<file path="src/rtl/cache_control_if.sv">
`default_nettype none
// ============================================================================
//  Module      : cache_control_if
//  Description : Signal bundle between the L1 cache controller and its
//                surroundings (CPU request side, cache datapath status,
//                physical-memory port and array write strobes).
//                The master side drives requests and status. The slave
//                side is the controller.
//  Revision    : 1.0  initial release
// ============================================================================
interface cache_control_if #(
    parameter int STAT_W = 16
);
    // CPU request side
    logic              mem_read;
    logic              mem_write;
    logic              mem_resp;
    // datapath status
    logic              hit;
    logic              dirty;
    // physical memory port
    logic              pmem_resp;
    logic              pmem_read;
    logic              pmem_write;
    logic              pmem_addr_sel;
    // array control
    logic              data_write;
    logic              data_sel;
    logic              tag_write;
    logic              valid_write;
    logic              dirty_write;
    logic              dirty_in;
    // statistics
    logic [STAT_W-1:0] miss_count;

    modport master (
        output mem_read, mem_write, hit, dirty, pmem_resp,
        input  mem_resp, pmem_read, pmem_write, pmem_addr_sel,
        input  data_write, data_sel, tag_write, valid_write,
        input  dirty_write, dirty_in, miss_count
    );

    modport slave (
        input  mem_read, mem_write, hit, dirty, pmem_resp,
        output mem_resp, pmem_read, pmem_write, pmem_addr_sel,
        output data_write, data_sel, tag_write, valid_write,
        output dirty_write, dirty_in, miss_count
    );
endinterface
`default_nettype wire

</file>
<file path="src/rtl/cache_control.sv">
`default_nettype none
// ============================================================================
//  Module      : cache_control
//  Description : Control FSM for a direct-mapped 8-set, 128-bit-line L1
//                cache. It answers CPU hits with zero wait states. On a miss
//                it writes back a dirty victim, then fills the line from
//                physical memory and re-checks. It also keeps a saturating
//                miss counter.
//  Revision    : 1.0  initial release
// ============================================================================
module cache_control #(
    parameter int STAT_W = 16
) (
    input  wire logic       clk,
    input  wire logic       rst_n,
    cache_control_if.slave  bus
);

    typedef enum logic [1:0] {
        S_CHECK     = 2'd0,
        S_WRITEBACK = 2'd1,
        S_FETCH     = 2'd2
    } state_t;

    localparam logic [STAT_W-1:0] c_CNT_ONE = {{(STAT_W-1){1'b0}}, 1'b1};
    localparam logic [STAT_W-1:0] c_CNT_MAX = {STAT_W{1'b1}};

    state_t            r_state;
    logic [STAT_W-1:0] r_miss_cnt;

    logic w_req;
    logic w_is_write;
    logic w_miss;

    logic w_mem_resp;
    logic w_pmem_read;
    logic w_pmem_write;
    logic w_pmem_addr_sel;
    logic w_data_write;
    logic w_data_sel;
    logic w_tag_write;
    logic w_valid_write;
    logic w_dirty_write;
    logic w_dirty_in;

    // A simultaneous read and write is serviced as a write.
    assign w_req      = bus.mem_read | bus.mem_write;
    assign w_is_write = bus.mem_write;
    assign w_miss     = (r_state == S_CHECK) && w_req && !bus.hit;

    // State register: leave CHECK on a miss; each pmem transfer ends on pmem_resp.
    always_ff @(posedge clk or negedge rst_n) begin
        if (!rst_n) begin
            r_state <= S_CHECK;
        end else begin
            case (r_state)
                S_CHECK: begin
                    if (w_miss) begin
                        r_state <= bus.dirty ? S_WRITEBACK : S_FETCH;
                    end
                end
                S_WRITEBACK: begin
                    if (bus.pmem_resp) begin
                        r_state <= S_FETCH;
                    end
                end
                S_FETCH: begin
                    if (bus.pmem_resp) begin
                        r_state <= S_CHECK;
                    end
                end
                default: r_state <= S_CHECK;
            endcase
        end
    end

    // Miss counter: one count per exit from CHECK, saturating at all-ones.
    always_ff @(posedge clk or negedge rst_n) begin
        if (!rst_n) begin
            r_miss_cnt <= '0;
        end else if (w_miss && (r_miss_cnt != c_CNT_MAX)) begin
            r_miss_cnt <= r_miss_cnt + c_CNT_ONE;
        end
    end

    // Output decode: combinational from state and inputs, all strobes default low.
    always_comb begin
        w_mem_resp      = 1'b0;
        w_pmem_read     = 1'b0;
        w_pmem_write    = 1'b0;
        w_pmem_addr_sel = 1'b0;
        w_data_write    = 1'b0;
        w_data_sel      = 1'b0;
        w_tag_write     = 1'b0;
        w_valid_write   = 1'b0;
        w_dirty_write   = 1'b0;
        w_dirty_in      = 1'b0;
        case (r_state)
            S_CHECK: begin
                if (w_req && bus.hit) begin
                    w_mem_resp = 1'b1;
                    if (w_is_write) begin
                        // Merge CPU data into the line and mark it dirty.
                        w_data_write  = 1'b1;
                        w_data_sel    = 1'b1;
                        w_dirty_write = 1'b1;
                        w_dirty_in    = 1'b1;
                    end
                end
            end
            S_WRITEBACK: begin
                // The victim line goes out at its stored tag/index address.
                w_pmem_write    = 1'b1;
                w_pmem_addr_sel = 1'b1;
            end
            S_FETCH: begin
                w_pmem_read = 1'b1;
                if (bus.pmem_resp) begin
                    // Install the fetched line as valid and clean.
                    w_data_write  = 1'b1;
                    w_tag_write   = 1'b1;
                    w_valid_write = 1'b1;
                    w_dirty_write = 1'b1;
                end
            end
            default: begin
                w_mem_resp = 1'b0;
            end
        endcase
    end

    assign bus.mem_resp      = w_mem_resp;
    assign bus.pmem_read     = w_pmem_read;
    assign bus.pmem_write    = w_pmem_write;
    assign bus.pmem_addr_sel = w_pmem_addr_sel;
    assign bus.data_write    = w_data_write;
    assign bus.data_sel      = w_data_sel;
    assign bus.tag_write     = w_tag_write;
    assign bus.valid_write   = w_valid_write;
    assign bus.dirty_write   = w_dirty_write;
    assign bus.dirty_in      = w_dirty_in;
    assign bus.miss_count    = r_miss_cnt;

endmodule
`default_nettype wire

</file>
<file path="src/flat_wrapper.sv">
// flat-port wrapper written by rule: the top's interface ports become plain ports
module cache_control_flat 
#(
    parameter int STAT_W = 16
)
  (clk, rst_n, bus_mem_read, bus_mem_write, bus_hit, bus_dirty, bus_pmem_resp, bus_mem_resp, bus_pmem_read, bus_pmem_write, bus_pmem_addr_sel, bus_data_write, bus_data_sel, bus_tag_write, bus_valid_write, bus_dirty_write, bus_dirty_in, bus_miss_count);
  cache_control_if #(.STAT_W(STAT_W)) bus_i ();
  input  wire logic clk;
  input  wire logic rst_n;
  input wire logic [$bits(bus_i.mem_read)-1:0] bus_mem_read;
  input wire logic [$bits(bus_i.mem_write)-1:0] bus_mem_write;
  input wire logic [$bits(bus_i.hit)-1:0] bus_hit;
  input wire logic [$bits(bus_i.dirty)-1:0] bus_dirty;
  input wire logic [$bits(bus_i.pmem_resp)-1:0] bus_pmem_resp;
  output wire logic [$bits(bus_i.mem_resp)-1:0] bus_mem_resp;
  output wire logic [$bits(bus_i.pmem_read)-1:0] bus_pmem_read;
  output wire logic [$bits(bus_i.pmem_write)-1:0] bus_pmem_write;
  output wire logic [$bits(bus_i.pmem_addr_sel)-1:0] bus_pmem_addr_sel;
  output wire logic [$bits(bus_i.data_write)-1:0] bus_data_write;
  output wire logic [$bits(bus_i.data_sel)-1:0] bus_data_sel;
  output wire logic [$bits(bus_i.tag_write)-1:0] bus_tag_write;
  output wire logic [$bits(bus_i.valid_write)-1:0] bus_valid_write;
  output wire logic [$bits(bus_i.dirty_write)-1:0] bus_dirty_write;
  output wire logic [$bits(bus_i.dirty_in)-1:0] bus_dirty_in;
  output wire logic [$bits(bus_i.miss_count)-1:0] bus_miss_count;
  assign bus_i.mem_read = bus_mem_read;
  assign bus_i.mem_write = bus_mem_write;
  assign bus_i.hit = bus_hit;
  assign bus_i.dirty = bus_dirty;
  assign bus_i.pmem_resp = bus_pmem_resp;
  assign bus_mem_resp = bus_i.mem_resp;
  assign bus_pmem_read = bus_i.pmem_read;
  assign bus_pmem_write = bus_i.pmem_write;
  assign bus_pmem_addr_sel = bus_i.pmem_addr_sel;
  assign bus_data_write = bus_i.data_write;
  assign bus_data_sel = bus_i.data_sel;
  assign bus_tag_write = bus_i.tag_write;
  assign bus_valid_write = bus_i.valid_write;
  assign bus_dirty_write = bus_i.dirty_write;
  assign bus_dirty_in = bus_i.dirty_in;
  assign bus_miss_count = bus_i.miss_count;
  cache_control #(.STAT_W(STAT_W)) u_core (.clk(clk), .rst_n(rst_n), .bus(bus_i));
endmodule
</file>
<file path="config.mk">
export PLATFORM = sky130hd
export DESIGN_NAME = cache_control_flat
export DESIGN_NICKNAME = d
export VERILOG_FILES = /design/src/rtl/cache_control_if.sv /design/src/rtl/cache_control.sv /design/src/flat_wrapper.sv
export SDC_FILE = /design/constraint.sdc
export NUM_CORES = 1
export LEC_CHECK = 0
export ABC_CLOCK_PERIOD_IN_PS = 1870
export BUFFER_PORTS_ARGS = -buffer_cell sky130_fd_sc_hd__buf_2
export CAP_MARGIN = 20
export CORE_UTILIZATION = 45
export DETAILED_ROUTE_END_ITERATION = 12
export GPL_TIMING_DRIVEN = 1
export MAX_ROUTING_LAYER = met4
export PLACE_DENSITY = 0.72
export SLEW_MARGIN = 20
export SYNTH_ARGS = -nofsm -noshare
export SYNTH_HDL_FRONTEND = slang
export SYNTH_SLANG_ARGS = --single-unit
</file>
<file path="constraint.sdc">
create_clock -name clk -period 1.87 [get_ports clk]
set_input_delay 0.0935 -clock clk [delete_from_list [all_inputs] [get_ports clk]]
set_output_delay 0.0935 -clock clk [all_outputs]
set_load 0.005 [all_outputs]
</file>
==> results of run 1 <==
[where the power goes]
group | leakage (uW) | switching (uW) | internal (uW)
sequential | 0.000237 | 109 | 464
clock | 0.0000210 | 117 | 119
combinational | 0.000334 | 175 | 219
total | 0.000592 | 400 | 802
[sequential cells by signal (all words and copies together), names as in the netlist]
register               flops
u_core.r_state             2
u_core.bus.miss_count     16
[layout make-up]
class | instances | share of cell area (%)
multi-input combinational | 67 | 41.7
sequential | 18 | 36.8
clock buffer | 4 | 2.97
tap | 27 | 2.76
timing repair buffer | 36 | 15.7
[synthesized netlist by cell type]
cell / count
dfrtp_1: 18
xnor2_1: 12
nand2_1: 7
nand4_1: 6
and3_1: 5
and4_1: 5
nand3_1: 5
buf_4: 4
nor2_1: 3
xor2_1: 3
and2_1: 2
nand3b_1: 2
nand4b_1: 2
a21oi_1: 1
and2b_2: 1
and3b_1: 1
clkbuf_1: 1
ha_1: 1
mux2_1: 1
nand2b_1: 1
nor2b_1: 1
nor3_1: 1
nor4_2: 1
nor4_4: 1
nor4b_2: 1
nor4b_4: 1
o21ai_1: 1
or2_1: 1
or4_4: 1
[logic make-up (layout without fill, tap and decap cells)]
family	Yosys count	in the layout	synth area share [%]
adders and majority gates	1	1	1.26
muxes	1	1	1.13
AOI/OAI and AO/OA	2	2	1.01
xor gates and xnor gates	15	15	13.2
and+or+nand+nor	48	48	34.7
DFF	18	18	45.3
buffers and inverters	5	40	3.40
[critical path, cell delays in order, from the launching register on]
cell and delay (ps):
dfrtp_1 480, or4_4 620, nor4b_4 280, xor2_1 190
[through the flow]
step / utilization [%] / instance area [um2] / power (uW)
4_1_cts: 60.5 / 1220 / 1210
2_1_floorplan: - / 995 / 813
3_3_place_gp: 58.2 / 1180 / 957
6_report: 60.5 / 1220 / 1200
3_5_place_dp: 58.2 / 1180 / 976
5_1_grt: 60.5 / 1220 / 1300
[how the worst max path moves through the flow]
| stage | startpoint | endpoint | slack [ps] | cells after the start |
|---|---|---|---|---|
| 3_5_place_dp | u_core.r_state[1]$_DFFE_PN0P_ | u_core.bus.miss_count[12]$_DFFE_PN0P_ | 260 | 3 |
| 2_1_floorplan | u_core.bus.miss_count[0]$_DFFE_PN0P_ | u_core.bus.miss_count[14]$_DFFE_PN0P_ | 240 | 6 |
| 5_1_grt | u_core.bus.miss_count[0]$_DFFE_PN0P_ | u_core.bus.miss_count[12]$_DFFE_PN0P_ | 140 | 5 |
| 3_3_place_gp | u_core.r_state[1]$_DFFE_PN0P_ | u_core.bus.miss_count[12]$_DFFE_PN0P_ | 300 | 3 |
| 6_report | u_core.r_state[1]$_DFFE_PN0P_ | u_core.bus.miss_count[12]$_DFFE_PN0P_ | 220 | 3 |
| 4_1_cts | u_core.r_state[1]$_DFFE_PN0P_ | u_core.bus.miss_count[12]$_DFFE_PN0P_ | 220 | 3 |
[metal layers]
metal	up-vias	wire length (um)
met3	6	79
met4	0	36
met5	-	0
met1	404	948
met2	26	1020
li1	394	-
[cells in the final DEF (no fill, tap or decap), types with 2 or more instances in the layout]
cell       n
buf_4      3
nor2_1     3
and4_1     5
dfrtp_1   18
nand3b_1   2
and2_1     2
nand4_1    6
xnor2_1   12
clkbuf_4   3
and3_1     5
buf_2     32
xor2_1     3
nand2_1    7
nand3_1    5
nand4b_1   2
==> results.py, run 1 <==
metrics = {
    "status": {
        "status": "complete, no violations",
    },
    "cells_and_area": {
        "antenna_cells": 0,
        "area_delta_synth_final_pct": 23.0,
        "instances_no_fill": 152,
        "multi_input_area_um2": 510,
        "fillerInstances": 193,
        "drive_gt1_share_pct": 36.0,
        "seq_area_um2": 450,
        "fin_nets": 134,
    },
    "logic_synthesis": {
        "synth.top_cell.area_share_pct": 45.3,
        "netlist-cell-type-count": 29,
        "avgSynthCellArea_um2": 11.1,
        "synth_cells": 90,
        "yosys_warnings": 0,
        "synthTopCellsByArea": "dfrtp_1 (45%), xnor2_1 (11%), and4_1 (4.4%)",
        "syn_nets": 98,
        "netlist_area_um2": 995,
        "yosysTopAreaCell": "dfrtp_1",
        "synth-seq-cells": 18,
        "ys_seq_area_share_pct": 45.3,
    },
    "sta": {
        "fmax_ghz": 0.608,
        "period_share_pct": 88.0,
        "finalCriticalPeriod_ps": 1650,
        "worst_pin_slew_ps": 440,
        "slew_headroom_pct": 70.6,
        "fin_ws_ps": 224,
        "hold_viol": 0,
        "fin_skew_ps": 4.30,
        "slew_viol_final": 0,
        "tns_ps": 0,
        "rsz0062_at_grt": "false",
        "finalSetupViolCount": 0,
        "hold_slack_ps": 72.0,
    },
    "power": {
        "power.leakage_uw": 0.000592,
        "vdd_drop_max_mv": 0.562,
        "p_per_area_nw_per_um2": 982,
    },
    "clocking": {
        "root_buffer": "clkbuf_4",
        "numCtsBuffers": 3,
        "cts-resized-gates": 0,
        "ctsHoldBuffers": 1,
        "cts.clk_slew.worst_paths_ps": 100,
        "htree_levels": 1,
        "clock-sinks": 18,
        "clock_latency_ps": 290,
        "cts.path.max_buffers": 2,
        "cts_tree": "built",
        "cts_setup_buffers": 0,
    },
    "die": {
        "num_rows": 16,
        "fp.coreArea_um2": 2020,
        "die_w_um": 49.0,
        "die_area_um2": 2400,
        "initial_core_util_pct": 49.2,
        "die_h_um": 49.0,
        "io_pins": 33,
    },
    "setup_path": {
        "regToRegEndpoint": "u_core.bus.miss_count[12]$_DFFE_PN0P_",
        "endpoint_kind": "flop",
        "crit_arrival_ps": 1860,
        "timing.rr.start": "u_core.r_state[1]$_DFFE_PN0P_",
        "reg2reg_depth": 3,
        "critPathRequiredTime_ps": 2080,
        "crit_type": "flop to flop",
        "crit_fanout": 7,
        "regToRegSetupSlack_ps": 220,
        "critPathLaunchType": "flop",
    },
    "placed_design": {
        "post-dp-hpwl_mm": 1.60,
        "place_congestion": 0.795,
        "portBuffers": 32,
        "dp.cells": 147,
        "dp_worst_setup_slack_ps": 256,
    },
    "global_routing": {
        "use_met3_pct": 3.74,
        "grt_use_total_pct": 20.6,
        "globalRouteMet1Util_pct": 24.7,
        "antenna_found_initial": 0,
        "busiest_layer": "met2",
        "grt_pass1_wl_mm": 3.70,
        "first_global_vias": 867,
        "grt_max_degree": 19,
        "grt_overflow_total": 0,
        "grtUsageMet2_pct": 34.5,
    },
    "flow_run": {
        "cap_violations": 0,
    },
    "drt": {
        "num_vias": 830,
        "drtIter0Drc": 17,
        "first_pass_iters": 5,
        "drc": 0,
        "vias_per_cell": 5.46,
        "wl_per_cell_um": 13.7,
        "detail-route-antenna-nets": 0,
        "drt_wl_total_mm": 2.09,
    },
    "hold_path": {
        "min-delay-start": "bus_dirty",
        "hp-class": "input pin to flop",
        "hold_depth": 3,
        "hold_path_end": "u_core.r_state[0]$_DFFE_PN0P_",
    },
}
Note: power is estimated with default switching activity, not from simulation.
==> run 2: changes to the inputs <==
--- a/config.mk
+++ b/config.mk
@@ -8,12 +8,12 @@
 export ABC_CLOCK_PERIOD_IN_PS = 1870
 export BUFFER_PORTS_ARGS = -buffer_cell sky130_fd_sc_hd__buf_2
 export CAP_MARGIN = 20
+export CORE_ASPECT_RATIO = 0.8
 export CORE_UTILIZATION = 45
 export DETAILED_ROUTE_END_ITERATION = 12
 export GPL_TIMING_DRIVEN = 1
 export MAX_ROUTING_LAYER = met4
 export PLACE_DENSITY = 0.72
-export SLEW_MARGIN = 20
 export SYNTH_ARGS = -nofsm -noshare
 export SYNTH_HDL_FRONTEND = slang
 export SYNTH_SLANG_ARGS = --single-unit
==> run 2 against run 1 <==
Effect of this change:
- design area shrank 1.4%
- clock skew shrank 0.83 ps
- global-route usage is essentially flat
- die area is essentially flat
- maximum frequency grew 0.45%
- clock power shrank 19%
- flip-flop and latch count is the same
- wire length shrank 4.6%
- worst hold slack gained 12 ps
- highest routed layer unchanged
==> results.py, run 2 (synthesis gave the netlist of run 1 again) <==
metrics = {
    "drt": {
        "vias_per_cell": 5.47,
        "wl_per_cell_um": 13.5,
        "num_vias": 809,
        "drc": 0,
        "first_pass_iters": 4,
        "detail-route-antenna-nets": 0,
        "drt_wl_total_mm": 1.99,
        "drtIter0Drc": 18,
    },
    "global_routing": {
        "grt_max_degree": 19,
        "grt_use_total_pct": 20.7,
        "grt_overflow_total": 0,
        "first_global_vias": 755,
        "antenna_found_initial": 0,
        "grt_pass1_wl_mm": 3.38,
    },
    "setup_path": {
        "endpoint_kind": "flop",
        "critPathLaunchType": "flop",
        "worstPathCellList": "ha_1 -> and4_1 -> nand4_1 -> nand2_1 -> mux2_1",
        "crit_fanout": 4,
        "critPathRequiredTime_ps": 2060,
        "crit_arrival_ps": 1820,
        "crit_type": "flop to flop",
        "cp_slowest_cell": "dfrtp_1",
        "critPathMaxStageDelay_ps": 420,
        "regToRegSetupSlack_ps": 230,
    },
    "sta": {
        "fmax_ghz": 0.610,
        "finalSetupViolCount": 0,
        "tns_ps": 0,
        "slew_headroom_pct": 71.4,
        "rsz0062_at_grt": "false",
        "period_share_pct": 87.6,
        "hold_viol": 0,
        "fin_skew_ps": 3.48,
        "finalCriticalPeriod_ps": 1640,
        "slew_viol_final": 0,
        "worst_pin_slew_ps": 427,
    },
    "clocking": {
        "htree_levels": 1,
        "root_buffer": "clkbuf_4",
        "cts-resized-gates": 0,
        "numCtsBuffers": 3,
        "cts.clk_slew.worst_paths_ps": 100,
        "cts_tree": "built",
        "cts_setup_buffers": 0,
        "clock-sinks": 18,
        "clock_latency_ps": 290,
        "ctsHoldBuffers": 1,
        "cts.path.max_buffers": 2,
    },
    "die": {
        "initial_core_util_pct": 50.3,
        "fp.coreArea_um2": 1980,
        "die_w_um": 54.6,
        "io_pins": 33,
        "die_h_um": 44.1,
        "num_rows": 14,
        "die_area_um2": 2400,
    },
    "cells_and_area": {
        "largest_reg_flops": 16,
        "instances_no_fill": 148,
        "fin_nets": 134,
        "drive_gt1_share_pct": 35.5,
        "multi_input_area_um2": 510,
        "area_delta_synth_final_pct": 21.3,
        "fillerInstances": 171,
        "final_cell_mix": "buf_2 (32), dfrtp_1 (18), xnor2_1 (12), nand2_1 (7), nand4_1 (6)",
        "layout_commonest_cell": "buf_2",
        "seq_area_um2": 450,
        "antenna_cells": 0,
    },
    "hold_path": {
        "hp-class": "input pin to flop",
    },
    "power": {
        "vdd_drop_max_mv": 0.553,
        "power.leakage_uw": 0.000585,
        "p_per_area_nw_per_um2": 956,
        "p_total_uw": 1150,
    },
    "placed_design": {
        "dp.cells": 144,
        "portBuffers": 32,
        "place_congestion": 0.796,
        "post-dp-hpwl_mm": 1.56,
    },
    "status": {
        "status": "complete, no violations",
    },
    "flow_run": {
        "cap_violations": 0,
    },
}
run 2: cell types whose count changed in the layout (fill, tap and decap cells not counted):
cell	change
clkbuf_8	-1
run 2: path summary, 6_finish.rpt:
| check | startpoint | depth (start not counted) | end |
|---|---|---|---|
| worst max register to register | u_core.bus.miss_count[0]$_DFFE_PN0P_ | 5 | u_core.bus.miss_count[1]$_DFFE_PN0P_ |
| worst min register to register | u_core.bus.miss_count[15]$_DFFE_PN0P_ | 1 | u_core.bus.miss_count[15]$_DFFE_PN0P_ |
| worst max-delay path | u_core.bus.miss_count[0]$_DFFE_PN0P_ | 5 | u_core.bus.miss_count[1]$_DFFE_PN0P_ |
| min in group asynchronous | rst_n | 2 | u_core.bus.miss_count[11]$_DFFE_PN0P_ |
| max in group asynchronous | rst_n | 2 | u_core.bus.miss_count[8]$_DFFE_PN0P_ |
| worst min-delay path | bus_dirty | 3 | u_core.r_state[0]$_DFFE_PN0P_ |
run 2: worst max-delay path: cells and delay by family, from the launching register on:
| family | cells | cell delay [ps] |
|---|---|---|
| flops | 1 | 420 |
| fa+ha+maj | 1 | 210 |
| simple gates | 3 | 580 |
| mux | 1 | 320 |
run 2: layout make-up:
cell class | instances | area share (%)
Sequential cell | 18 | 37.3
Clock buffer | 3 | 1.87
Timing Repair Buffer | 36 | 16.0
Tap cell | 24 | 2.49
Multi-Input combinational cell | 67 | 42.3
run 2: power breakdown:
group          internal (uW)  switching (uW)
Combinational            218             174
Clock                   75.0             117
Sequential               464             104
run 2: per-stage QoR:
step	setup slack (ps)	util [%]	cell area, um2	hold WS [ps]
after floorplan	237	-	995	-202
after global placement	316	59.3	1170	37.9
after detailed placement	239	59.3	1170	44.5
after CTS	221	60.9	1210	73.1
after global routing	104	60.9	1210	108
final	231	60.9	1210	84.2
run 2: metal layers:
metal  vias up  part of all wire, %  global-route usage [%]
met5         -                    0                       -
met4         0                 0.55                    4.62
met3         2                  3.7                    7.22
met2        15                   48                    31.0
met1       396                   48                    26.8
li1        396                    -                       -
==> run 3: changes to the inputs <==
--- a/config.mk
+++ b/config.mk
@@ -5,7 +5,7 @@
 export SDC_FILE = /design/constraint.sdc
 export NUM_CORES = 1
 export LEC_CHECK = 0
-export ABC_CLOCK_PERIOD_IN_PS = 1870
+export ABC_CLOCK_PERIOD_IN_PS = 1550
 export BUFFER_PORTS_ARGS = -buffer_cell sky130_fd_sc_hd__buf_2
 export CAP_MARGIN = 20
 export CORE_ASPECT_RATIO = 0.8
@@ -13,7 +13,7 @@
 export DETAILED_ROUTE_END_ITERATION = 12
 export GPL_TIMING_DRIVEN = 1
 export MAX_ROUTING_LAYER = met4
-export PLACE_DENSITY = 0.72
+export PLACE_DENSITY = 0.73
 export SYNTH_ARGS = -nofsm -noshare
 export SYNTH_HDL_FRONTEND = slang
 export SYNTH_SLANG_ARGS = --single-unit
==> constraint.sdc (replaced) <==
create_clock -name clk -period 1.55 [get_ports clk]
set_input_delay 0.0775 -clock clk [delete_from_list [all_inputs] [get_ports clk]]
set_output_delay 0.0775 -clock clk [all_outputs]
set_load 0.005 [all_outputs]
==> run 3 against run 2 <==
Effect of this change:
- global-route usage increased by 1.4 points
- sequential power increased by 14%
- first-iteration DRC count decreased by 44%
- non-clock buffer count increased by 14
- setup slack got worse by 200 ps
- die area unchanged
- largest power group is now combinational cells
- wire length increased by 13%
- clock skew decreased by 0.66 ps
- register-to-register slack got worse by 180 ps
- clock power increased by 17%
- sequential share of layout area decreased by 4.1 points
- total power increased by 38%
==> results.py, run 3 (synthesis gave the netlist of run 1 again) <==
metrics = {
    "sta": {
        "slew_viol_final": 0,
        "hold_viol": 0,
        "finalCriticalPeriod_ps": 1520,
        "fmax_ghz": 0.659,
        "fin_skew_ps": 2.82,
        "rsz0062_at_grt": "true",
        "tns_ps": 0,
        "period_share_pct": 97.8,
        "slew_headroom_pct": 67.1,
        "finalSetupViolCount": 0,
        "hold_slack_ps": 68.2,
        "worst_pin_slew_ps": 492,
    },
    "drt": {
        "vias_per_cell": 5.31,
        "wl_per_cell_um": 13.9,
        "num_vias": 861,
        "detail-route-antenna-nets": 0,
        "drc": 0,
        "drt_wl_total_mm": 2.25,
        "first_pass_iters": 5,
        "drtIter0Drc": 10,
    },
    "setup_path": {
        "reg2reg_depth": 3,
        "crit_type": "flop to output port",
        "endpoint_kind": "output port",
        "regToRegEndpoint": "u_core.bus.miss_count[12]$_DFFE_PN0P_",
        "timing.rr.start": "u_core.r_state[0]$_DFFE_PN0P_",
        "critPathLaunchType": "flop",
        "crit_fanout": 4,
        "regToRegSetupSlack_ps": 50,
        "crit_arrival_ps": 1440,
        "critPathRequiredTime_ps": 1470,
    },
    "global_routing": {
        "grt_overflow_total": 0,
        "grt_pass1_wl_mm": 3.57,
        "grt_use_total_pct": 22.1,
        "first_global_vias": 806,
        "antenna_found_initial": 0,
        "grt_max_degree": 19,
    },
    "die": {
        "die_h_um": 44.1,
        "initial_core_util_pct": 50.3,
        "io_pins": 33,
        "fp.coreArea_um2": 1980,
        "die_area_um2": 2400,
        "die_w_um": 54.6,
        "num_rows": 14,
    },
    "hold_path": {
        "hp-class": "input pin to flop",
        "min-delay-start": "bus_dirty",
        "hold_path_end": "u_core.r_state[0]$_DFFE_PN0P_",
        "hold_depth": 3,
    },
    "clocking": {
        "cts_tree": "built",
        "cts.path.max_buffers": 2,
        "numCtsBuffers": 3,
        "root_buffer": "clkbuf_4",
        "clock_latency_ps": 290,
        "htree_levels": 1,
        "clock-sinks": 18,
        "cts.clk_slew.worst_paths_ps": 90,
    },
    "flow_run": {
        "cap_violations": 0,
    },
    "cells_and_area": {
        "fin_nets": 148,
        "layout_commonest_cell": "buf_2",
        "area_delta_synth_final_pct": 36.4,
        "fin_area_um2": 1360,
        "drive_gt1_share_pct": 47.1,
        "antenna_cells": 0,
        "final_cell_mix": "buf_2 (32), dfrtp_1 (18), buf_4 (16), xnor2_1 (12), nand4_1 (6)",
        "largest_reg_flops": 16,
        "fillerInstances": 153,
    },
    "placed_design": {
        "portBuffers": 32,
        "placed_cell_area_um2": 1260,
        "post-dp-hpwl_mm": 1.70,
        "place_congestion": 0.787,
    },
    "power": {
        "vdd_drop_max_mv": 0.773,
        "p_per_area_nw_per_um2": 1180,
        "power.leakage_uw": 0.000675,
        "p_total_uw": 1600,
    },
    "status": {
        "status": "complete, no violations",
    },
}
-- run 3: cell type report --
class | instances | area [um2] | area share (%)
clock buffers | 3 | 22.5 | 1.66
flip-flops and latches | 18 | 450 | 33.2
repair buffers | 50 | 302 | 22.2
well taps | 24 | 30.0 | 2.21
multi-input cells | 67 | 552 | 40.7
-- run 3: where the power goes --
part	switching, uW	internal [uW]	leakage, uW
combinational	311	409	0.000425
sequential	88.9	561	0.000237
clock	135	90.4	0.0000138
-- run 3: worst max-delay path: stages, from the launching register on --
cell and delay, ps:
dfrtp_1 420, buf_6 140, nor2b_4 120, and2_4 140, or2_1 210, buf_2 130
-- run 3: worst max path at each step --
stage,slack (ps),to,depth (start not counted),startpoint
global route,-40,u_core.bus.miss_count[10]$_DFFE_PN0P_,3,u_core.r_state[0]$_DFFE_PN0P_
floorplan,20,u_core.bus.miss_count[14]$_DFFE_PN0P_,6,u_core.bus.miss_count[0]$_DFFE_PN0P_
finish,30,bus_data_write,5,u_core.r_state[1]$_DFFE_PN0P_
global placement,60,u_core.bus.miss_count[12]$_DFFE_PN0P_,3,u_core.r_state[1]$_DFFE_PN0P_
detailed placement,50,u_core.bus.miss_count[10]$_DFFE_PN0P_,3,u_core.r_state[1]$_DFFE_PN0P_
CTS,20,bus_data_write,5,u_core.r_state[1]$_DFFE_PN0P_
-- run 3: metrics by stage --
| step | util [%] | setup WS [ps] | cells |
|---|---|---|---|
| after floorplan | - | 20.5 | 90 |
| after global placement | 63.8 | 63.7 | 156 |
| after detailed placement | 63.8 | 52.1 | 156 |
| after CTS | 66.2 | 15.7 | 161 |
| after global routing | 68.5 | -35.8 | 162 |
| final | 68.5 | 33.6 | 162 |
-- run 3: what timing repair did --
action	in CTS	in global routing
gates resized for setup	2	9
pin swaps	2	5
setup buffers	1	1
hold endpoints to repair	18	0
hold buffers	1	0
gates cloned	0	0
endpoints found under the setup margin	2	10
-- run 3: per-layer routing --
| metal | wire [um] | global-route usage [%] |
|---|---|---|
| met1 | 1040 | 27.3 |
| met2 | 1080 | 32.9 |
| met3 | 90 | 8.25 |
| met4 | 31 | 7.69 |
| met5 | 0 | - |
